`config.mk`:
```
export PLATFORM = sky130hd
export DESIGN_NAME = led_frame_receiver_flat
export DESIGN_NICKNAME = d
export VERILOG_FILES = /design/src/rtl/led_frame_receiver_if.sv /design/src/rtl/led_frame_receiver.sv /design/src/flat_wrapper.sv
export SDC_FILE = /design/constraint.sdc
export NUM_CORES = 1
export LEC_CHECK = 0
export CORE_ASPECT_RATIO = 0.6
export CORE_MARGIN = 4
export CORE_UTILIZATION = 58
export CTS_BUF_LIST = sky130_fd_sc_hd__clkbuf_2 sky130_fd_sc_hd__clkbuf_4 sky130_fd_sc_hd__clkbuf_8
export DETAILED_ROUTE_END_ITERATION = 6
export GPL_ROUTABILITY_DRIVEN = 0
export GPL_TIMING_DRIVEN = 0
export PLACE_DENSITY = 0.92
export SYNTH_ARGS = -nofsm -noshare
export SYNTH_HDL_FRONTEND = slang
export SYNTH_SLANG_ARGS = --single-unit
```
`constraint.sdc`:
```
create_clock -name clock -period 2.5 [get_ports clock]
set_input_delay 0.375 -clock clock [delete_from_list [all_inputs] [get_ports clock]]
set_output_delay 0.375 -clock clock [all_outputs]
set_load 0.02 [all_outputs]
```
`src/rtl/led_frame_receiver_if.sv`:
```
// led_frame_receiver_if: optical receive link bundle; master drives signal, slave returns data_out/irq_rx/frame_error/busy
`timescale 1ns/1ps
`ifndef PACKET_SIZE
`define PACKET_SIZE 8
`endif
interface led_frame_receiver_if #(parameter int PACKET_SIZE = `PACKET_SIZE);
   logic                   signal;
   logic [PACKET_SIZE-1:0] data_out;
   logic                   irq_rx;
   logic                   frame_error;
   logic                   busy;
   modport master(output signal, input data_out, irq_rx, frame_error, busy);
   modport slave(input signal, output data_out, irq_rx, frame_error, busy);
endinterface

```
`src/rtl/led_frame_receiver.sv`:
```
// led_frame_receiver: resync, oversample and deframe start|data MSB-first|[parity]|stop words; ports clock, reset (async high), lnk.slave (signal in; data_out, irq_rx, frame_error, busy out); optional even parity bit under LIGHT_RX_PARITY_EN
`timescale 1ns/1ps
`ifndef PACKET_SIZE
`define PACKET_SIZE 8
`endif
module led_frame_receiver #(
   parameter int PACKET_SIZE = `PACKET_SIZE,
   parameter int BIT_CYCLES  = 16,
   parameter int CNT_W       = 8
) (
   input logic                 clock,
   input logic                 reset,
   led_frame_receiver_if.slave lnk
);
   localparam int IDX_W = PACKET_SIZE > 1 ? $clog2(PACKET_SIZE) : 1;
`ifdef LIGHT_RX_PARITY_EN
   typedef enum logic [2:0] {IDLE, START, DATA, PARITY, STOP, WAIT_IDLE} state_t;
`else
   typedef enum logic [2:0] {IDLE, START, DATA, STOP, WAIT_IDLE} state_t;
`endif
   state_t                 state_q, state_d;
   logic [1:0]             sync_q, sync_d;
   logic [CNT_W-1:0]       timer_q, timer_d;
   logic [IDX_W-1:0]       idx_q, idx_d;
   logic [PACKET_SIZE-1:0] shift_q, shift_d, data_q, data_d;
   logic                   irq_q, irq_d, ferr_q, ferr_d;
   logic                   s, mid, ok;
`ifdef LIGHT_RX_PARITY_EN
   logic                   par_err_q, par_err_d;
`endif
   assign s = sync_q[1];
   always_ff @(posedge clock or posedge reset) begin
      if (reset) begin
         state_q <= IDLE;
         sync_q  <= '0;
         timer_q <= '0;
         idx_q   <= '0;
         shift_q <= '0;
         data_q  <= '0;
         irq_q   <= 1'b0;
         ferr_q  <= 1'b0;
`ifdef LIGHT_RX_PARITY_EN
         par_err_q <= 1'b0;
`endif
      end else begin
         state_q <= state_d;
         sync_q  <= sync_d;
         timer_q <= timer_d;
         idx_q   <= idx_d;
         shift_q <= shift_d;
         data_q  <= data_d;
         irq_q   <= irq_d;
         ferr_q  <= ferr_d;
`ifdef LIGHT_RX_PARITY_EN
         par_err_q <= par_err_d;
`endif
      end
   end
   always_comb begin
      sync_d  = {sync_q[0], lnk.signal};
      state_d = state_q;
      timer_d = timer_q + 1'b1;
      idx_d   = idx_q;
      shift_d = shift_q;
      data_d  = data_q;
      irq_d   = 1'b0;
      ferr_d  = 1'b0;
      mid     = timer_q == CNT_W'(BIT_CYCLES - 1);
`ifdef LIGHT_RX_PARITY_EN
      par_err_d = par_err_q;
      ok        = !s && !par_err_q;
`else
      ok        = !s;
`endif
      case (state_q)
         IDLE: begin
            // the IDLE cycle that first sees s=1 is tick 0 of the start bit
            timer_d = {{(CNT_W-1){1'b0}}, s};
            state_d = s ? START : IDLE;
         end
         START: if (timer_q == CNT_W'(BIT_CYCLES/2 - 1)) begin
            timer_d = '0;
            idx_d   = IDX_W'(PACKET_SIZE - 1);
            state_d = s ? DATA : IDLE;
         end
         DATA: if (mid) begin
            timer_d = '0;
            shift_d = PACKET_SIZE'({shift_q, s});
            idx_d   = idx_q - 1'b1;
`ifdef LIGHT_RX_PARITY_EN
            state_d = idx_q == '0 ? PARITY : DATA;
`else
            state_d = idx_q == '0 ? STOP : DATA;
`endif
         end
`ifdef LIGHT_RX_PARITY_EN
         PARITY: if (mid) begin
            timer_d   = '0;
            par_err_d = s ^ (^shift_q);
            state_d   = STOP;
         end
`endif
         STOP: if (mid) begin
            timer_d = '0;
            irq_d   = ok;
            ferr_d  = !ok;
            data_d  = ok ? shift_q : data_q;
            state_d = ok ? IDLE : WAIT_IDLE;
         end
         WAIT_IDLE: begin
            timer_d = '0;
            state_d = s ? WAIT_IDLE : IDLE;
         end
         default: begin
            timer_d = '0;
            state_d = IDLE;
         end
      endcase
   end
   always_comb begin
      lnk.busy        = state_q != IDLE;
      lnk.data_out    = data_q;
      lnk.irq_rx      = irq_q;
      lnk.frame_error = ferr_q;
   end
endmodule
```
`src/flat_wrapper.sv`:
```
// flat-port wrapper written by rule: the top's interface ports become plain ports
module led_frame_receiver_flat 
#(
   parameter int PACKET_SIZE = `PACKET_SIZE,
   parameter int BIT_CYCLES  = 16,
   parameter int CNT_W       = 8
)
  (clock, reset, lnk_signal, lnk_data_out, lnk_irq_rx, lnk_frame_error, lnk_busy);
  led_frame_receiver_if #(.PACKET_SIZE(PACKET_SIZE)) lnk_i ();
  input logic clock;
  input logic reset;
  input wire logic [$bits(lnk_i.signal)-1:0] lnk_signal;
  output wire logic [$bits(lnk_i.data_out)-1:0] lnk_data_out;
  output wire logic [$bits(lnk_i.irq_rx)-1:0] lnk_irq_rx;
  output wire logic [$bits(lnk_i.frame_error)-1:0] lnk_frame_error;
  output wire logic [$bits(lnk_i.busy)-1:0] lnk_busy;
  assign lnk_i.signal = lnk_signal;
  assign lnk_data_out = lnk_i.data_out;
  assign lnk_irq_rx = lnk_i.irq_rx;
  assign lnk_frame_error = lnk_i.frame_error;
  assign lnk_busy = lnk_i.busy;
  led_frame_receiver #(.PACKET_SIZE(PACKET_SIZE), .BIT_CYCLES(BIT_CYCLES), .CNT_W(CNT_W)) u_core (.clock(clock), .reset(reset), .lnk(lnk_i));
endmodule
```
==> run summary <==
Vias = 986
Remaining antenna violation count after routing = 0
Crit-path max FO = 9
Worst path required time = 2.67 ns
Synth cell types = 32
Clk sink count = 34
Flops & latches, synth = 34
First-pass GRT wire length = 4464 um
Number of H-tree levels = 2
Die Ht = 47.85 um
Drt drc = 0
Die area = 0.003561 mm2
Power density over the cells = 872.5 mW/mm2
Resize count post-CTS = 0
Initial antenna violation count = 0
CTS tree = done
Root Driver = clkbuf_8
Setup crit end kind = flip-flop
Final #Nets = 150
Max Clock Skew = 0.004599 ns
Cells after DPL = 168
Synth top area share = 55.42%
Syn Inst Count = 123
Cells on worst reg2reg path = 4
Routed WL = 2846 um
I/O pin count = 14
CTS Hold Bufs = 0
Clock Latency Late Sink = 0.28 ns
Crit path time final = 2.272 ns
Sequential fraction of the synthesis area = 55.42%
Worst-case vdd ir drop = 0.5637 mV
Worst Hold Class = flip-flop to flip-flop
Fraction of final layout cells sized beyond drive strength 1 = 24.14%
Setup TNS = 0 ns
Post-Synth Simple-Gate Area = 11.74%
Post-synthesis area per instance = 12.48 um2
Hpwl dp = 1962 um
RSZ-0062 raised after global routing = no
Post-synthesis mux area share = 15.08%
Wirelength per Cell = 16.08 um
Syn_nets = 129
Finished Layout Cells = 177
Core ar. = 0.002522 mm2
Congestion Overflow GR = 0
Initial DRC count = 76
XOR/XNOR share of the synthesized area = 2.282%
Outcome = finished, final reports clean
Maximum buffer depth of the clock tree = 2
Worst setup path class = flip-flop to flip-flop
Initial Util = 60.86%
TritonCTS Buffers = 5
N_diodes = 0
Vias per cell = 5.571
Total power = 1.595 mW
Fmax achieved = 440.2 MHz
GR Util All Layers = 18.09%
Die X = 74.42 um
Worst slew pin tran = 0.6779 ns
CP arrival = 2.44 ns
Setup violators final = 0
Largest cells by area after synthesis = dfrtp_1 55%, mux2_4 7.8%, mux2_2 6.6%
Max Slew Vio Count = 0
PortBufs = 13
Row count = 14
Synthesized area = 0.001535 mm2
Largest family of logic cells by synthesized area = multiplexers
Layout area overhead = 19.07%
Pin count of the biggest net entering global routing = 35
Leading area contributor after synthesis = dfrtp_1
Filler cells = 179
Clock-pin slew on the worst setup and hold paths = 0.07 ns
Final hold viol count = 0
Vias in the first global route = 917
Startpoint Class = flip-flop
Leakage = 0.8816 nW
Max-slew headroom = 54.54%
Final period util = 90.88%
Final hold slack = 0.3508 ns
MaxCap Viol Count = 0
Compound-Gate Fraction of Synth Area = 8.394%
Ys Warns = 0
Hold Path Depth = 0
DRT Pass-1 Iters = 4
Area share of fa/ha/maj cells after synthesis = 2.445%
Setup bufs post-CTS = 0
through the flow:
stage | instance area [um2] | util (%) | worst slack [ns]
5_1_grt | 1828 | 72.47 | 0.08455
4_1_cts | 1800 | 71.38 | 0.2333
3_5_place_dp | 1705 | 67.61 | 0.2323
3_3_place_gp | 1705 | 67.61 | 0.3021
6_report | 1828 | 72.47 | 0.2281
2_1_floorplan | 1535 | - | 0.3768
worst max-delay path: stages, from the launching register on:
cell and delay [ns]:
dfrtp_1 0.42, or4_4 0.56, buf_6 0.15, o31ai_2 0.62, mux2_2 0.41
path summary, 6_finish.rpt:
kind / start / endpoint / slack [ns]
setup / recovery: u_core.timer_q[5]$_DFF_PP0_ / u_core.state_q[0]$_DFFE_PP0P_ / 0.23
hold / removal: u_core.sync_q[0]$_DFF_PP0_ / u_core.sync_q[1]$_DFF_PP0_ / 0.35
setup reg to reg: u_core.timer_q[5]$_DFF_PP0_ / u_core.state_q[0]$_DFFE_PP0P_ / 0.23
hold reg to reg: u_core.sync_q[0]$_DFF_PP0_ / u_core.sync_q[1]$_DFF_PP0_ / 0.35
max in group asynchronous: reset / u_core.shift_q[3]$_DFFE_PP0P_ / 1.71
min in group asynchronous: reset / u_core.lnk.data_out[6]$_DFFE_PP0P_ / 0.36
cell usage in the layout, fill, tap and decap left out, types with 4 or more instances in the layout:
| master | netlist | final |
|---|---|---|
| dfrtp_1 | 34 | 34 |
| mux2_4 | 8 | 8 |
| inv_1 | 9 | 8 |
| nor2_1 | 8 | 8 |
| clkdlybuf4s50_1 | 0 | 13 |
| clkbuf_1 | 4 | 4 |
| nand2_1 | 5 | 5 |
| clkbuf_8 | 0 | 6 |
| a21oi_1 | 5 | 5 |
| mux2_2 | 9 | 9 |
report_power, final:
part | total [mW] | internal, mW | leakage [nW] | switching (mW)
clock | 0.423 | 0.233 | 0.0517 | 0.191
combinational | 0.465 | 0.207 | 0.376 | 0.258
sequential | 0.706 | 0.638 | 0.454 | 0.0685
cells in the mapped netlist:
| master | n |
|---|---|
| o32ai_1 | 1 |
| a21oi_1 | 5 |
| o31ai_1 | 3 |
| clkbuf_1 | 4 |
| o21ba_2 | 1 |
| nand2_1 | 5 |
| mux2_4 | 8 |
| mux2i_1 | 1 |
| mux2_2 | 9 |
| nand3b_1 | 3 |
| buf_6 | 2 |
| xnor2_1 | 1 |
| nand2b_1 | 2 |
| o21ai_0 | 3 |
| ha_1 | 3 |
| inv_1 | 9 |
| or4_4 | 2 |
| or3b_1 | 1 |
| a2111o_1 | 1 |
| o31ai_2 | 1 |
| o22ai_1 | 1 |
| o2bb2ai_1 | 1 |
| nand3_1 | 2 |
| or3b_2 | 1 |
| xor2_1 | 3 |
| or3_2 | 2 |
| nor2_1 | 8 |
| nor3_1 | 1 |
| o41ai_1 | 1 |
| dfrtp_1 | 34 |
| or4_1 | 1 |
| or3_1 | 3 |
cells by family (layout without fill, tap and decap cells):
logic type / Yosys count / in the layout
mux: 18 / 18
buf+inv: 15 / 37
fa+ha+maj: 3 / 3
simple gates: 31 / 31
compound gates: 18 / 18
xor+xnor: 4 / 4
flops: 34 / 34
cell type report:
cell class	instances	area, um2	share of cell area, %
clock inverters	1	5.005	0.2738
flip-flops and latches	34	850.8	46.54
well taps	32	40.04	2.190
clock buffers	7	90.09	4.928
plain buffers	6	37.54	2.053
multi-input cells	74	613.1	33.54
repair buffers	14	157.7	8.624
inverters	9	33.78	1.848
metal layers:
metal | GRT usage [%] | up-vias | wire [um]
met3 | 6.499 | 4 | 151
met4 | 7.447 | 0 | 35
met5 | 0 | - | 0
met1 | 24.47 | 490 | 1325
li1 | - | 470 | -
met2 | 26.88 | 22 | 1333
sequential cells by signal, indices dropped and copies added, names as in the netlist:
name,count
u_core.idx_q,3
u_core.shift_q,8
u_core.lnk.irq_rx,1
u_core.lnk.frame_error,1
u_core.lnk.data_out,8
u_core.timer_q,8
u_core.state_q,3
u_core.sync_q,2
Note: power is estimated with default switching activity, not from simulation.
